File: src/rtl/sync_timing_pkg.sv
// rtl/sync_timing_pkg.sv - shared widths and compare values for the video sync counters
// Imported by the sync controller and by sync_count_gen, so both sides use
// the same terminal counts and counter widths.
package sync_timing_pkg;

    localparam int CNT_W_DEF  = 10;
    localparam int PCNT_W_DEF = 8;

    // Line-position compare values (cnt).
    localparam int CNT_V10  = 10;
    localparam int CNT_V13  = 13;
    localparam int CNT_V21  = 21;
    localparam int CNT_V44  = 44;
    localparam int CNT_V45  = 45;
    localparam int CNT_V261 = 261;
    localparam int CNT_V272 = 272;
    localparam int CNT_V283 = 283;
    localparam int CNT_V284 = 284;
    localparam int CNT_V509 = 509;
    localparam int CNT_V511 = 511;
    localparam int CNT_V567 = 567;
    localparam int CNT_V591 = 591;

    // Pulse / line-group compare values (pcnt).
    localparam int PCNT_V6   = 6;
    localparam int PCNT_V12  = 12;
    localparam int PCNT_V17  = 17;
    localparam int PCNT_V27  = 27;
    localparam int PCNT_V241 = 241;

endpackage

File: src/rtl/sync_count_gen_if.sv
// rtl/sync_count_gen_if.sv - strobe/flag bundle between the sync controller and sync_count_gen
// Signals:
//   cen, cclr, pclr, pc          strobes from the controller
//   cnt*, pcnt*                  terminal-count flags back to the controller
//   cnt_ovf, pcnt_ovf            sticky wrap flags
//   cnt_q, pcnt_q                current counter values (debug)
// Modports: master = controller side, slave = counter block side.
interface sync_count_gen_if
    import sync_timing_pkg::*;
#(
    parameter int CNT_W  = CNT_W_DEF,
    parameter int PCNT_W = PCNT_W_DEF
);
    logic cen;
    logic cclr;
    logic pclr;
    logic pc;

    logic cnt10, cnt13, cnt21, cnt44, cnt45, cnt261, cnt272;
    logic cnt283, cnt284, cnt509, cnt511, cnt567, cnt591;
    logic pcnt6, pcnt12, pcnt17, pcnt27, pcnt241;

    logic              cnt_ovf;
    logic              pcnt_ovf;
    logic [CNT_W-1:0]  cnt_q;
    logic [PCNT_W-1:0] pcnt_q;

    modport master (
        output cen, cclr, pclr, pc,
        input  cnt10, cnt13, cnt21, cnt44, cnt45, cnt261, cnt272,
        input  cnt283, cnt284, cnt509, cnt511, cnt567, cnt591,
        input  pcnt6, pcnt12, pcnt17, pcnt27, pcnt241,
        input  cnt_ovf, pcnt_ovf, cnt_q, pcnt_q
    );

    modport slave (
        input  cen, cclr, pclr, pc,
        output cnt10, cnt13, cnt21, cnt44, cnt45, cnt261, cnt272,
        output cnt283, cnt284, cnt509, cnt511, cnt567, cnt591,
        output pcnt6, pcnt12, pcnt17, pcnt27, pcnt241,
        output cnt_ovf, pcnt_ovf, cnt_q, pcnt_q
    );

endinterface

File: src/rtl/sync_count_reg.sv
// rtl/sync_count_reg.sv - width-parameterised counter with clear priority and sticky overflow
// Ports:
//   clk    rising-edge clock
//   rst_n  asynchronous active-low reset (clears q and ovf)
//   clr    synchronous clear, wins over inc; does not touch ovf
//   inc    increment, wraps modulo 2^W
//   q      counter value
//   ovf    set when an increment wraps from all-ones to zero, held until reset
module sync_count_reg #(
    parameter int W = 8
) (
    input  logic         clk,
    input  logic         rst_n,
    input  logic         clr,
    input  logic         inc,
    output logic [W-1:0] q,
    output logic         ovf
);

    always_ff @(posedge clk or negedge rst_n) begin
        if (!rst_n) begin
            q   <= '0;
            ovf <= 1'b0;
        end else if (clr) begin
            q <= '0;
        end else if (inc) begin
            q <= q + W'(1);
            if (&q) begin
                ovf <= 1'b1;
            end
        end
    end

endmodule

File: src/rtl/sync_count_gen.sv
// rtl/sync_count_gen.sv - line-position and pulse counters with terminal-count decode
// Ports:
//   CK   rising-edge clock
//   RN   asynchronous active-low reset
//   sif  slave side of sync_count_gen_if: strobes in, flags/ovf/counts out
// Flags are combinational decodes of the registered counts, so a strobe
// sampled on one edge shows up on the flags right after that edge.
module sync_count_gen
    import sync_timing_pkg::*;
#(
    parameter int CNT_W  = CNT_W_DEF,
    parameter int PCNT_W = PCNT_W_DEF
) (
    input  logic             CK,
    input  logic             RN,
    sync_count_gen_if.slave  sif
);

    // Largest compare values are 591 and 241; narrower counters could never match.
    generate
        if (CNT_W < 10) begin : g_cnt_w_chk
            $error("sync_count_gen: CNT_W must be at least 10");
        end
        if (PCNT_W < 8) begin : g_pcnt_w_chk
            $error("sync_count_gen: PCNT_W must be at least 8");
        end
    endgenerate

    logic [CNT_W-1:0]  cnt;
    logic [PCNT_W-1:0] pcnt;

    sync_count_reg #(.W(CNT_W)) u_cnt (
        .clk   (CK),
        .rst_n (RN),
        .clr   (sif.cclr),
        .inc   (sif.cen),
        .q     (cnt),
        .ovf   (sif.cnt_ovf)
    );

    sync_count_reg #(.W(PCNT_W)) u_pcnt (
        .clk   (CK),
        .rst_n (RN),
        .clr   (sif.pclr),
        .inc   (sif.pc),
        .q     (pcnt),
        .ovf   (sif.pcnt_ovf)
    );

    assign sif.cnt_q  = cnt;
    assign sif.pcnt_q = pcnt;

    // No compare value is zero, so every flag is low while in reset.
    assign sif.cnt10  = (cnt == CNT_W'(CNT_V10));
    assign sif.cnt13  = (cnt == CNT_W'(CNT_V13));
    assign sif.cnt21  = (cnt == CNT_W'(CNT_V21));
    assign sif.cnt44  = (cnt == CNT_W'(CNT_V44));
    assign sif.cnt45  = (cnt == CNT_W'(CNT_V45));
    assign sif.cnt261 = (cnt == CNT_W'(CNT_V261));
    assign sif.cnt272 = (cnt == CNT_W'(CNT_V272));
    assign sif.cnt283 = (cnt == CNT_W'(CNT_V283));
    assign sif.cnt284 = (cnt == CNT_W'(CNT_V284));
    assign sif.cnt509 = (cnt == CNT_W'(CNT_V509));
    assign sif.cnt511 = (cnt == CNT_W'(CNT_V511));
    assign sif.cnt567 = (cnt == CNT_W'(CNT_V567));
    assign sif.cnt591 = (cnt == CNT_W'(CNT_V591));

    assign sif.pcnt6   = (pcnt == PCNT_W'(PCNT_V6));
    assign sif.pcnt12  = (pcnt == PCNT_W'(PCNT_V12));
    assign sif.pcnt17  = (pcnt == PCNT_W'(PCNT_V17));
    assign sif.pcnt27  = (pcnt == PCNT_W'(PCNT_V27));
    assign sif.pcnt241 = (pcnt == PCNT_W'(PCNT_V241));

endmodule
File: src/flat_wrapper.sv
// flat-port wrapper written by rule: the top's interface ports become plain ports
module sync_count_gen_flat import sync_timing_pkg::*;
#(
    parameter int CNT_W  = CNT_W_DEF,
    parameter int PCNT_W = PCNT_W_DEF
)
  (CK, RN, sif_cen, sif_cclr, sif_pclr, sif_pc, sif_cnt10, sif_cnt13, sif_cnt21, sif_cnt44, sif_cnt45, sif_cnt261, sif_cnt272, sif_cnt283, sif_cnt284, sif_cnt509, sif_cnt511, sif_cnt567, sif_cnt591, sif_pcnt6, sif_pcnt12, sif_pcnt17, sif_pcnt27, sif_pcnt241, sif_cnt_ovf, sif_pcnt_ovf, sif_cnt_q, sif_pcnt_q);
  sync_count_gen_if #(.CNT_W(CNT_W), .PCNT_W(PCNT_W)) sif_i ();
  input  logic CK;
  input  logic RN;
  input wire logic [$bits(sif_i.cen)-1:0] sif_cen;
  input wire logic [$bits(sif_i.cclr)-1:0] sif_cclr;
  input wire logic [$bits(sif_i.pclr)-1:0] sif_pclr;
  input wire logic [$bits(sif_i.pc)-1:0] sif_pc;
  output wire logic [$bits(sif_i.cnt10)-1:0] sif_cnt10;
  output wire logic [$bits(sif_i.cnt13)-1:0] sif_cnt13;
  output wire logic [$bits(sif_i.cnt21)-1:0] sif_cnt21;
  output wire logic [$bits(sif_i.cnt44)-1:0] sif_cnt44;
  output wire logic [$bits(sif_i.cnt45)-1:0] sif_cnt45;
  output wire logic [$bits(sif_i.cnt261)-1:0] sif_cnt261;
  output wire logic [$bits(sif_i.cnt272)-1:0] sif_cnt272;
  output wire logic [$bits(sif_i.cnt283)-1:0] sif_cnt283;
  output wire logic [$bits(sif_i.cnt284)-1:0] sif_cnt284;
  output wire logic [$bits(sif_i.cnt509)-1:0] sif_cnt509;
  output wire logic [$bits(sif_i.cnt511)-1:0] sif_cnt511;
  output wire logic [$bits(sif_i.cnt567)-1:0] sif_cnt567;
  output wire logic [$bits(sif_i.cnt591)-1:0] sif_cnt591;
  output wire logic [$bits(sif_i.pcnt6)-1:0] sif_pcnt6;
  output wire logic [$bits(sif_i.pcnt12)-1:0] sif_pcnt12;
  output wire logic [$bits(sif_i.pcnt17)-1:0] sif_pcnt17;
  output wire logic [$bits(sif_i.pcnt27)-1:0] sif_pcnt27;
  output wire logic [$bits(sif_i.pcnt241)-1:0] sif_pcnt241;
  output wire logic [$bits(sif_i.cnt_ovf)-1:0] sif_cnt_ovf;
  output wire logic [$bits(sif_i.pcnt_ovf)-1:0] sif_pcnt_ovf;
  output wire logic [$bits(sif_i.cnt_q)-1:0] sif_cnt_q;
  output wire logic [$bits(sif_i.pcnt_q)-1:0] sif_pcnt_q;
  assign sif_i.cen = sif_cen;
  assign sif_i.cclr = sif_cclr;
  assign sif_i.pclr = sif_pclr;
  assign sif_i.pc = sif_pc;
  assign sif_cnt10 = sif_i.cnt10;
  assign sif_cnt13 = sif_i.cnt13;
  assign sif_cnt21 = sif_i.cnt21;
  assign sif_cnt44 = sif_i.cnt44;
  assign sif_cnt45 = sif_i.cnt45;
  assign sif_cnt261 = sif_i.cnt261;
  assign sif_cnt272 = sif_i.cnt272;
  assign sif_cnt283 = sif_i.cnt283;
  assign sif_cnt284 = sif_i.cnt284;
  assign sif_cnt509 = sif_i.cnt509;
  assign sif_cnt511 = sif_i.cnt511;
  assign sif_cnt567 = sif_i.cnt567;
  assign sif_cnt591 = sif_i.cnt591;
  assign sif_pcnt6 = sif_i.pcnt6;
  assign sif_pcnt12 = sif_i.pcnt12;
  assign sif_pcnt17 = sif_i.pcnt17;
  assign sif_pcnt27 = sif_i.pcnt27;
  assign sif_pcnt241 = sif_i.pcnt241;
  assign sif_cnt_ovf = sif_i.cnt_ovf;
  assign sif_pcnt_ovf = sif_i.pcnt_ovf;
  assign sif_cnt_q = sif_i.cnt_q;
  assign sif_pcnt_q = sif_i.pcnt_q;
  sync_count_gen #(.CNT_W(CNT_W), .PCNT_W(PCNT_W)) u_core (.CK(CK), .RN(RN), .sif(sif_i));
endmodule
File: config.mk
export PLATFORM = sky130hd
export DESIGN_NAME = sync_count_gen_flat
export DESIGN_NICKNAME = d
export VERILOG_FILES = /design/src/rtl/sync_timing_pkg.sv /design/src/rtl/sync_count_gen_if.sv /design/src/rtl/sync_count_reg.sv /design/src/rtl/sync_count_gen.sv /design/src/flat_wrapper.sv
export SDC_FILE = /design/constraint.sdc
export NUM_CORES = 1
export LEC_CHECK = 0
export ABC_CLOCK_PERIOD_IN_PS = 2000
export BUFFER_PORTS_ARGS = -buffer_cell sky130_fd_sc_hd__buf_2
export CAP_MARGIN = 0
export CORE_MARGIN = 2
export CORE_UTILIZATION = 45
export CTS_BUF_LIST = sky130_fd_sc_hd__clkbuf_8
export DETAILED_ROUTE_END_ITERATION = 8
export PLACE_DENSITY_LB_ADDON = 0.15
export SYNTH_ARGS = -nofsm -noshare
export SYNTH_HDL_FRONTEND = slang
export SYNTH_SLANG_ARGS = --single-unit
File: constraint.sdc
create_clock -name CK -period 2 [get_ports CK]
set_input_delay 0.4 -clock CK [delete_from_list [all_inputs] [get_ports CK]]
set_output_delay 0.4 -clock CK [all_outputs]
set_load 0.01 [all_outputs]
==> metrics.yaml <==
p_int_uw: 713
fin_nets: 208
grt_pass1_wl_mm: 4.93
synth_area_mm2: 0.00131
period_share: 0.986
synth-main-ff-cell: "dfrtp_1"
ir_drop_mv: 0.442
async_flop_share: 1.00
portBuffers: 43
drive_above_1_share: 0.373
cts_buffers: 3
cts_tree: "built"
multi_input_area_um2: 774
synth_seq_cells: 20
drv_slew: 0
syn-num-nets: 162
r2r_slack_ps: 400
clk_path_buf_depth: 2
p_clk_frac: 0.442
reg2reg_from: "u_core.u_cnt.q[0]$_DFFE_PN0P_"
grt_max_degree: 21
cts_sinks: 20
finalInstanceArea_mm2: 0.00168
dp_cells: 216
ios: 44
preCtsSetupSlack_ps: 195
startpoint_type: "flop"
die_h_um: 57.9
fin_ws_ps: 27.8
cts_hold_buffers: 0
setup_viol: 0
worstHoldPathType: "in -> async"
route.final.wire_length_mm: 2.97
fill_cells: 247
die_x_um: 57.9
maxSlewHeadroom: 0.696
min_period_ps: 1970
fmax_ghz: 0.507
path_clk_slew_ps: 80
postRouteAntennaNets: 0
avgSynthCellArea_um2: 8.82
rows: 19
drt-initial-drc-count: 58
critPathLaunch: "u_core.u_cnt.q[6]$_DFFE_PN0P_"
vias_per_cell: 5.39
skew_ps: 9.25
power_frac_comb: 0.089
antenna_found_initial: 0
cts_root_buf: "clkbuf_8"
hold_viol: 0
p_sw_uw: 199
crit_required_ps: 1600
gr-usage-met1: 0.239
dr.pass1.iters: 4
areaGrowthSynthToFinish_pct: 29.1
first_global_vias: 1096
met3_usage: 0.0268
seqCellArea_um2: 505
status: "finished, final reports clean"
routedWlPerCell_um: 13.3
critical_path.max_fanout: 7
gp_congestion: 0.890
synth-warning-count: 0
vias: 1208
clock_latency_ps: 260
seq_area_frac_synth: 0.384
maxCapViolCount: 0
drcViolationCount: 0
end_kind: "primary output"
netSwitchingFraction: 0.218
total_leakage_power_nw: 0.789
tightest_slew_ps: 456
core_area_mm2: 0.00276
ys_types: 35
whs_ps: 81.5
syn-instance-count: 148
dp_hpwl_mm: 2.19
start_util: 0.473
synth_edf_count: 0
grt_setup_unrepaired: "true"
n_antenna_cell: 0
grt_use_met2: 0.326
p_seq_frac: 0.469
overflow: 0
htree_levels: 1
path_class: "reg -> out"
fin_cells: 224
cp.arrival_ps: 1570
pwr_density_cell_mw_per_mm2: 541
place_area_mm2: 0.00153
fp.dieArea_mm2: 0.00335
busiest_layer: "met2"
track_usage: 0.189
worst paths after layout:
path	endpoint	cells past startpoint
min in group CK	u_core.u_cnt.q[7]$_DFFE_PN0P_	2
max in group asynchronous	u_core.u_cnt.q[1]$_DFFE_PN0P_	1
worst min-delay path	u_core.u_pcnt.q[7]$_DFFE_PN0P_	1
worst max-delay path	sif_cnt261	3
worst max register to register	u_core.u_cnt.q[8]$_DFFE_PN0P_	4
worst min register to register	u_core.u_cnt.ovf$_DFFE_PN0P_	2
layout make-up:
type | instances | area share
Multi-Input combinational cell | 112 | 0.460
Tap cell | 31 | 0.0230
Timing Repair Buffer | 49 | 0.157
Clock inverter | 1 | 0.0178
Clock buffer | 3 | 0.0245
Sequential cell | 20 | 0.300
Inverter | 8 | 0.0178
power groups by stage:
| stage | combinational [mW] | sequential [mW] | clock [mW] |
|---|---|---|---|
| after CTS | 0.0825 | 0.427 | 0.412 |
| after global placement | 0.0794 | 0.434 | 0 |
| after global routing | 0.0933 | 0.430 | 0.427 |
| after floorplan | 0.0454 | 0.437 | 0 |
| after detailed placement | 0.0815 | 0.435 | 0 |
| final | 0.0812 | 0.428 | 0.403 |
state kept, by name (all words and copies together) (netlist names):
signal	cells
u_core.u_pcnt.ovf	1
u_core.u_cnt.q	10
u_core.u_cnt.ovf	1
u_core.u_pcnt.q	8
synth_stat cells, types with 3 or more instances:
| cell | instances | area, um^2 |
|---|---|---|
| a21oi_1 | 5 | 25.0 |
| buf_2 | 3 | 15.0 |
| dfrtp_1 | 20 | 500 |
| ha_1 | 8 | 100 |
| inv_1 | 8 | 30.0 |
| mux2i_1 | 3 | 30.0 |
| nand2_1 | 10 | 37.5 |
| nand3_1 | 5 | 25.0 |
| nand3b_1 | 6 | 45.0 |
| nand4_1 | 7 | 43.8 |
| nor2_1 | 23 | 86.3 |
| nor3_1 | 4 | 20.0 |
| nor4_1 | 3 | 18.8 |
| o21ai_0 | 3 | 15.0 |
| o31ai_1 | 3 | 22.5 |
| or3_1 | 3 | 18.8 |
| xnor2_1 | 4 | 35.0 |
| xor2_1 | 4 | 35.0 |
critical path, stage by stage, from the launching register on:
cell     delay (ps)
dfrtp_2         460
or4b_4          550
nor4_2          140
buf_2           170
timing repair:
item / 4_1_cts / 5_1_grt
endpoints found under the setup margin: 6 / 8
gates resized for setup: 5 / 12
buffers inserted: 3 / 1
pin swaps: 1 / 3
metal layers:
metal / vias to the layer above / share of wire
met5: - / 0
met4: 0 / 0.0061
met3: 2 / 0.055
met2: 36 / 0.49
met1: 564 / 0.45
li1: 606 / -
stage by stage:
stage / util / total power [mW] / setup TNS [ps]
after floorplan: - / 0.482 / 0
after global placement: 0.553 / 0.514 / 0
after detailed placement: 0.553 / 0.517 / 0
final: 0.611 / 0.912 / 0
after global routing: 0.611 / 0.951 / -69.6
after CTS: 0.594 / 0.921 / 0
cells in the final DEF, fill, tap and decap left out, drive strengths merged, types with 3 or more instances in the layout:
| master | count |
|---|---|
| ha | 8 |
| nand4 | 7 |
| mux2i | 3 |
| inv | 8 |
| nor3 | 4 |
| dfrtp | 20 |
| nor4 | 4 |
| buf | 49 |
| xnor2 | 4 |
| o21ai | 3 |
| clkbuf | 3 |
| o31ai | 3 |
| a21oi | 5 |
| nand3 | 5 |
| or3 | 3 |
| nor2 | 23 |
| xor2 | 4 |
| nand3b | 6 |
| nand2 | 11 |
logic make-up after synthesis:
kind of cell	after synthesis	share of synthesized area
simple gates	79	0.331
buf+inv	16	0.0604
flops	20	0.384
fa+ha+maj	8	0.0767
xor+xnor	8	0.0537
mux	5	0.0403
compound gates	12	0.0546
(Power assumes the default switching activity.)
